$ cat src/rtl/vdp_cpu_port.sv
// CPU-side I/O port of the VDP: two-byte control writes, register strobes,
// auto-incrementing VRAM address with a one-byte read prefetch.
module vdp_cpu_port (
  input  logic        clk,
  input  logic        reset,
  input  logic [1:0]  bus_address,
  input  logic        bus_ioreq,
  input  logic        bus_write,
  input  logic        bus_valid,
  input  logic [7:0]  bus_wdata,
  output logic [7:0]  bus_rdata,
  output logic        bus_rdata_en,
  output logic        bus_ready,
  output logic        reg_write,
  output logic [5:0]  reg_num,
  output logic [7:0]  reg_wdata,
  input  logic [7:0]  status_in,
  output logic [16:0] vram_address,
  output logic        vram_write,
  output logic        vram_valid,
  input  logic        vram_ready,
  output logic [7:0]  vram_wdata,
  input  logic [31:0] vram_rdata,
  input  logic        vram_rdata_en
);

  typedef enum logic [1:0] {IDLE, WR_REQ, RD_REQ, RD_WAIT} state_t;

  state_t      state, state_nxt;
  logic        first_byte;
  logic [7:0]  latch;
  logic [16:0] addr;
  logic [2:0]  r14;
  logic [7:0]  prefetch;
  logic        accept;

  function automatic logic [7:0] sel_byte(input logic [31:0] word, input logic [1:0] sel);
    case (sel)
      2'd0:    sel_byte = word[7:0];
      2'd1:    sel_byte = word[15:8];
      2'd2:    sel_byte = word[23:16];
      default: sel_byte = word[31:24];
    endcase
  endfunction

  assign bus_ready    = (state == IDLE);
  assign accept       = bus_valid & bus_ioreq & bus_ready;
  assign vram_valid   = (state == WR_REQ) || (state == RD_REQ);
  assign vram_write   = (state == WR_REQ);
  assign vram_address = addr;

  always_comb begin
    state_nxt = state;
    case (state)
      IDLE: begin
        if (accept) begin
          if (bus_address == 2'd0)
            state_nxt = bus_write ? WR_REQ : RD_REQ;
          // second control byte with bits 7:6 = 00 sets up a read address
          else if (bus_address == 2'd1 && bus_write && first_byte &&
                   !bus_wdata[7] && !bus_wdata[6])
            state_nxt = RD_REQ;
        end
      end
      WR_REQ:  if (vram_ready) state_nxt = IDLE;
      RD_REQ:  if (vram_ready) state_nxt = RD_WAIT;
      RD_WAIT: if (vram_rdata_en) state_nxt = IDLE;
      default: state_nxt = IDLE;
    endcase
  end

  always_ff @(posedge clk or posedge reset) begin
    if (reset) state <= IDLE;
    else       state <= state_nxt;
  end

  always_ff @(posedge clk or posedge reset) begin
    if (reset) begin
      first_byte   <= 1'b0;
      latch        <= 8'h00;
      addr         <= 17'h00000;
      r14          <= 3'd0;
      prefetch     <= 8'h00;
      bus_rdata    <= 8'h00;
      bus_rdata_en <= 1'b0;
      reg_write    <= 1'b0;
      reg_num      <= 6'd0;
      reg_wdata    <= 8'h00;
      vram_wdata   <= 8'h00;
    end else begin
      bus_rdata_en <= 1'b0;
      reg_write    <= 1'b0;
      if (accept) begin
        case (bus_address)
          2'd0: begin
            first_byte <= 1'b0;
            if (bus_write) begin
              vram_wdata <= bus_wdata;
            end else begin
              bus_rdata    <= prefetch;
              bus_rdata_en <= 1'b1;
            end
          end
          2'd1: begin
            if (!bus_write) begin
              bus_rdata    <= status_in;
              bus_rdata_en <= 1'b1;
              first_byte   <= 1'b0;
            end else if (!first_byte) begin
              latch      <= bus_wdata;
              first_byte <= 1'b1;
            end else begin
              first_byte <= 1'b0;
              if (bus_wdata[7]) begin
                reg_write <= 1'b1;
                reg_num   <= bus_wdata[5:0];
                reg_wdata <= latch;
                if (bus_wdata[5:0] == 6'd14) r14 <= latch[2:0];
              end else begin
                addr <= {r14, bus_wdata[5:0], latch};
              end
            end
          end
          default: begin
            if (!bus_write) begin
              bus_rdata    <= 8'hFF;
              bus_rdata_en <= 1'b1;
            end
          end
        endcase
      end
      // address increments on write completion or read data return; wraps at 17 bits
      if (state == WR_REQ && vram_ready)
        addr <= addr + 17'd1;
      if (state == RD_WAIT && vram_rdata_en) begin
        prefetch <= sel_byte(vram_rdata, addr[1:0]);
        addr     <= addr + 17'd1;
      end
    end
  end

endmodule
$ cat config.mk
export PLATFORM = sky130hd
export DESIGN_NAME = vdp_cpu_port
export DESIGN_NICKNAME = d
export VERILOG_FILES = /design/src/rtl/vdp_cpu_port.sv
export SDC_FILE = /design/constraint.sdc
export NUM_CORES = 1
export LEC_CHECK = 0
export BUFFER_PORTS_ARGS = -buffer_cell sky130_fd_sc_hd__buf_2
export CAP_MARGIN = 30
export CORE_MARGIN = 10
export CORE_UTILIZATION = 26
export DETAILED_ROUTE_END_ITERATION = 12
export PLACE_DENSITY = 0.5
export SLEW_MARGIN = 20
export SYNTH_ARGS = -nofsm -noshare
export SYNTH_HDL_FRONTEND = slang
export SYNTH_SLANG_ARGS = --single-unit
$ cat constraint.sdc
create_clock -name clk -period 2.6 [get_ports clk]
set_input_delay 0.52 -clock clk [delete_from_list [all_inputs] [get_ports clk]]
set_output_delay 0.52 -clock clk [all_outputs]
set_load 0.005 [all_outputs]
Word level (Yosys, flattened, before mapping)
Index checks and enable logic that the tools add are counted.

Flip-flop bits (word level): 71. Input bits: 57. Output and inout bits: 52. Word-level logic and storage cells: 85.

Add/subtract/negate cells: 1. Eq/ne operators: 13. Mux-type cells: 30. Bitwise logic cells: 4. Reductions and logical operators: 25.

Operator list (count): 2-to-1 mux 17 bit (7); 2-to-1 mux 8 bit (3); case mux 8 bit (3 select lines) (1); adder 17 x 1 -> 17 bit, second input constant (1); case mux 8 bit (2 select lines) (1); AND reduction 5 bit (3); 2-to-1 mux 2 bit (7); nonzero test 3 bit (4); 2-to-1 mux 1 bit (9); case mux 2 bit (4 select lines) (1); equality test 2 x 1 -> 1 bit, second input constant (3); equality test 2 bit, second input constant (3); equality test 6 x 4 -> 1 bit, second input constant (1); logical AND 1 bit (6); zero test 2 bit (3); != test 3 x 1 -> 1 bit, second input constant (2); AND reduction 6 bit (1); != test 2 x 1 -> 1 bit, second input constant (2); != test 2 bit, second input constant (2); AND reduction 2 bit (2); AND reduction 4 bit (1); AND reduction 3 bit (1); bitwise AND 1 bit (2); zero test 1 bit (2); 4 further kinds (5).

Logic depth before layout (Yosys ltp)
Depth after elaboration: 9. Depth in mapped cells: 8.

Least setup slack after synthesis
OpenSTA, ideal clock, no wires.

Path type: reg2reg. From: register state[0]. To: register r14[0]. Data arrival time: 1865 ps. Slack: 610 ps. Stages on the path, launching flop included: 7. Buffers on the path: 0. Period minus slack after synthesis: 1990 ps. Cells stage by stage: dfrtp_1 -> inv_1 -> ha_1 -> nand3b_2 -> nor3_4 -> nor4b_4 -> mux2_2.

Word-level cells in the longest chain between the ends: 3.

Ends and longest elaborated chain: start: declaration (RTL line 29) `state_t state, state_nxt;`; start signal: assignment (RTL line 74) `else state <= state_nxt;`; zero test 2 bit (RTL line 46) `assign bus_ready = (state == IDLE);`; named net bus_ready (RTL line 13) `output logic bus_ready,`; bitwise AND 1 bit (RTL line 47) `assign accept = bus_valid & bus_ioreq & bus_ready;`; AND reduction 6 bit (no line); end signal: assignment (RTL line 118) `if (bus_wdata[5:0] == 6'd14) r14 <= latch[2:0];`; end: declaration (RTL line 33) `logic [2:0] r14;`.

The timed path passes the listed nets, and every way through them passes these cells. A chain may end at the register's enable or synchronous reset.

Worst setup path after layout
From: register addr[1], in the netlist vram_address[1]. To: register addr[12], in the netlist vram_address[12].

Word-level cells in the longest chain between the ends: 3.

Ends and longest elaborated chain: start: declaration (RTL line 32) `logic [16:0] addr;`; start signal: assignment (RTL line 120) `addr <= {r14, bus_wdata[5:0], latch};`; start signal: assignment (RTL line 134) `addr <= addr + 17'd1;`; start signal: assignment (RTL line 137) `addr <= addr + 17'd1;`; adder 17 x 1 -> 17 bit (*) (RTL line 134, 137); 2-to-1 mux 17 bit (RTL line 133) `if (state == WR_REQ && vram_ready)`; 2-to-1 mux 17 bit (*) (RTL line 135) `if (state == RD_WAIT && vram_rdata_en) begin`.

Mark *: on every way between the ends. The rest lies on a longest branch, timed or not.

==> results_dict.tcl <==
set metrics [dict create \
    synth.area.top_cells "dfrtp_1 51%, mux2_2 11%, a211oi_1 3.9%" \
    synth_top_cell_by_area "dfrtp_1" \
    post_cts_buffers 0 \
    grt_pass1_wl_um 17100 \
    synthArstFlopShare 1.00 \
    slew_headroom 0.605 \
    synth_cells 322 \
    start_kind "register" \
    stdcell_area_mm2 0.00458 \
    tightest_slew_ns 0.589 \
    antenna_found_initial 0 \
    worst-r2r-setup-slack_ns 0.56 \
    antenna_cells 0 \
    p_per_area_mw_per_mm2 953 \
    synth_top_cell_area_share 0.510 \
    reg2reg_to "vram_address[12]$_DFFE_PP0P_" \
    skew_ns 0.00573 \
    die_height_um 136 \
    final_util 0.347 \
    status "finished, final reports clean" \
    ff2ff_path_depth 5 \
    die_area_mm2 0.0184 \
    max_freq_mhz 490 \
    clockBufferDepth 2 \
    arrival_ns 2.30 \
    fin_crit_sh 0.785 \
    grt_max_degree 49 \
    wl_per_cell_um 17.6 \
    layout-drive-gt1-share 0.391 \
    core_mm2 0.0132 \
    startpoint "vram_address[1]$_DFFE_PP0P_" \
    cp-end-kind "register" \
    gp_congestion 0.839 \
    synth_nets 388 \
    rsz0062_at_grt "false" \
    drt_iter0_markers 211 \
    period_minus_slack_ns 2.04 \
    synthTopCellsByCount "71 x dfrtp_1, 33 x mux2_2, 23 x nand2_1" \
    crit_fanout 7 \
    finalMaxSlewViolations 0 \
    drtPass1Iterations 6 \
    vias 3039 \
    antenna_left 0 \
    fin_tns_setup_ns 0 \
    root_buffer "clkbuf_16" \
    syn2layout_area_growth_pct 31.3 \
    drc 0 \
    grt_pass1_vias 3154 \
    reg2reg_from "vram_address[1]$_DFFE_PP0P_" \
    maxCapViolCount 0 \
    crit_type "reg -> reg" \
    grt_overflow 0 \
    cts.reportedPaths.clkPinSlew_ns 0.06 \
    cts_tree "done" \
    dpl.hpwl_um 8310 \
    yosysWarningCount 0 \
    htree_num_levels 3 \
    cts_resized 0 \
    area.sequential_mm2 0.00178 \
    syn_avg_cell_area_um2 10.8 \
    min_path_type "in -> async" \
    die_w_um 136 \
    finalHoldViolCount 0 \
    setup_violations 0 \
    placed_cell_area_mm2 0.00427 \
    port-buffer-count 108 \
    multi_input_comb_area_mm2 0.00161 \
    fp-row-count 42 \
    vias_per_cell 4.93 \
    holdBufCountCts 0 \
    pin_count 109 \
    start_util 0.264 \
    synth_edf_count 0 \
    fillers 1379 \
    clkLatencyLatePin_ns 0.34 \
    ir_drop_mv 0.366 \
    synth.distinct_cells 41 \
    yosys_most_used_dff "dfrtp_1" \
    final_nets 501 \
    yosys.cell_count.top_type "dfrtp_1" \
    cts_buffers 9 \
    synth_seq_cells 71 \
    routed_wl_um 10900 \
    leakage_nw 2.22 \
    cts_sinks 71 \
    grtUsageTotal 0.118 \
    syn-cell-area_mm2 0.00348 \
    yosysSeqAreaShare 0.510 \
    worstPathRequired_ns 2.86 \
]
[state kept, by name (all words and copies together) (netlist names)]
register / flops
bus_rdata: 8
bus_rdata_en: 1
first_byte: 1
latch: 8
prefetch: 8
r14: 3
reg_num: 6
reg_wdata: 8
reg_write: 1
state: 2
vram_address: 17
vram_wdata: 8
[report_power, final]
| group | internal (W) | leakage [nW] | switching [W] | total [W] |
|---|---|---|---|---|
| sequential | 0.00143 | 0.921 | 0.000279 | 0.00171 |
| clock | 0.000779 | 0.151 | 0.000494 | 0.00127 |
| combinational | 0.000635 | 1.15 | 0.000742 | 0.00138 |
[area by class of cell]
class,instances,share of cell area
multi-input cells,226,0.352
well taps,176,0.0481
inverters,10,0.00820
clock buffers,11,0.0530
repair buffers,117,0.136
clock inverters,5,0.0142
flip-flops and latches,71,0.388
[worst max-delay path by stage]
stage                                               to  slack [ns]  cells after the start
after floorplan               bus_rdata[0]$_DFFE_PP0P_        0.28                      1
after global placement              r14[1]$_DFFE_PP0P_        0.57                      5
after detailed placement   vram_address[6]$_DFFE_PP0P_        0.49                      5
after CTS                 vram_address[12]$_DFFE_PP0P_        0.55                      5
after global routing      vram_address[14]$_DFFE_PP0P_        0.24                      5
final                     vram_address[12]$_DFFE_PP0P_        0.56                      5
[layer usage]
layer / part of all wire / track usage
met1: 0.45 / 0.148
met2: 0.45 / 0.180
met3: 0.095 / 0.0504
met4: 0.0080 / 0.0341
met5: 0 / 0
[placed cells by master (no fill, tap or decap), types with 2 or more instances in the layout]
| cell | n |
|---|---|
| nand3_1 | 7 |
| and4_1 | 4 |
| a211oi_1 | 18 |
| nor2b_1 | 8 |
| or4_1 | 2 |
| mux2_2 | 33 |
| inv_6 | 2 |
| clkinv_4 | 2 |
| a21oi_1 | 17 |
| ha_1 | 9 |
| nand4bb_1 | 2 |
| and3_1 | 3 |
| mux2i_1 | 2 |
| inv_1 | 9 |
| or3_1 | 2 |
| o22ai_1 | 6 |
| nor4_1 | 3 |
| a222oi_1 | 8 |
| buf_2 | 108 |
| o21ai_0 | 21 |
| nor3_2 | 2 |
| buf_4 | 8 |
| clkbuf_16 | 9 |
| a311oi_1 | 3 |
| nor2_1 | 22 |
| nor3_1 | 10 |
| nand4_1 | 6 |
| nand2_1 | 23 |
| dfrtp_1 | 71 |
[worst max-delay path, cell delays in order, from the launching register on]
cell and delay [ns]:
dfrtp_1 0.48, ha_1 0.29, nand4_1 0.30, nor3_1 0.53, a211oi_1 0.15, nor3_1 0.21
[stage by stage]
| step | total power, W | setup slack [ns] | hold WS, ns | cells |
|---|---|---|---|---|
| 6_report | 0.00436 | 0.558 | 0.243 | 616 |
| 5_1_grt | 0.00469 | 0.238 | 0.274 | 616 |
| 4_1_cts | 0.00443 | 0.549 | 0.268 | 616 |
| 3_5_place_dp | 0.00314 | 0.491 | 0.466 | 600 |
| 3_3_place_gp | 0.00310 | 0.571 | 0.463 | 600 |
| 2_1_floorplan | 0.00249 | 0.283 | 0.442 | 322 |
[cell families after synthesis]
| group | after synthesis | share of synthesized area |
|---|---|---|
| adders and majority gates | 9 | 0.0323 |
| and+or+nand+nor | 101 | 0.165 |
| AOI/OAI and AO/OA | 81 | 0.153 |
| muxes | 35 | 0.112 |
| DFF | 71 | 0.510 |
| buffers and inverters | 25 | 0.0273 |
Note: power is estimated with default switching activity, not from simulation.
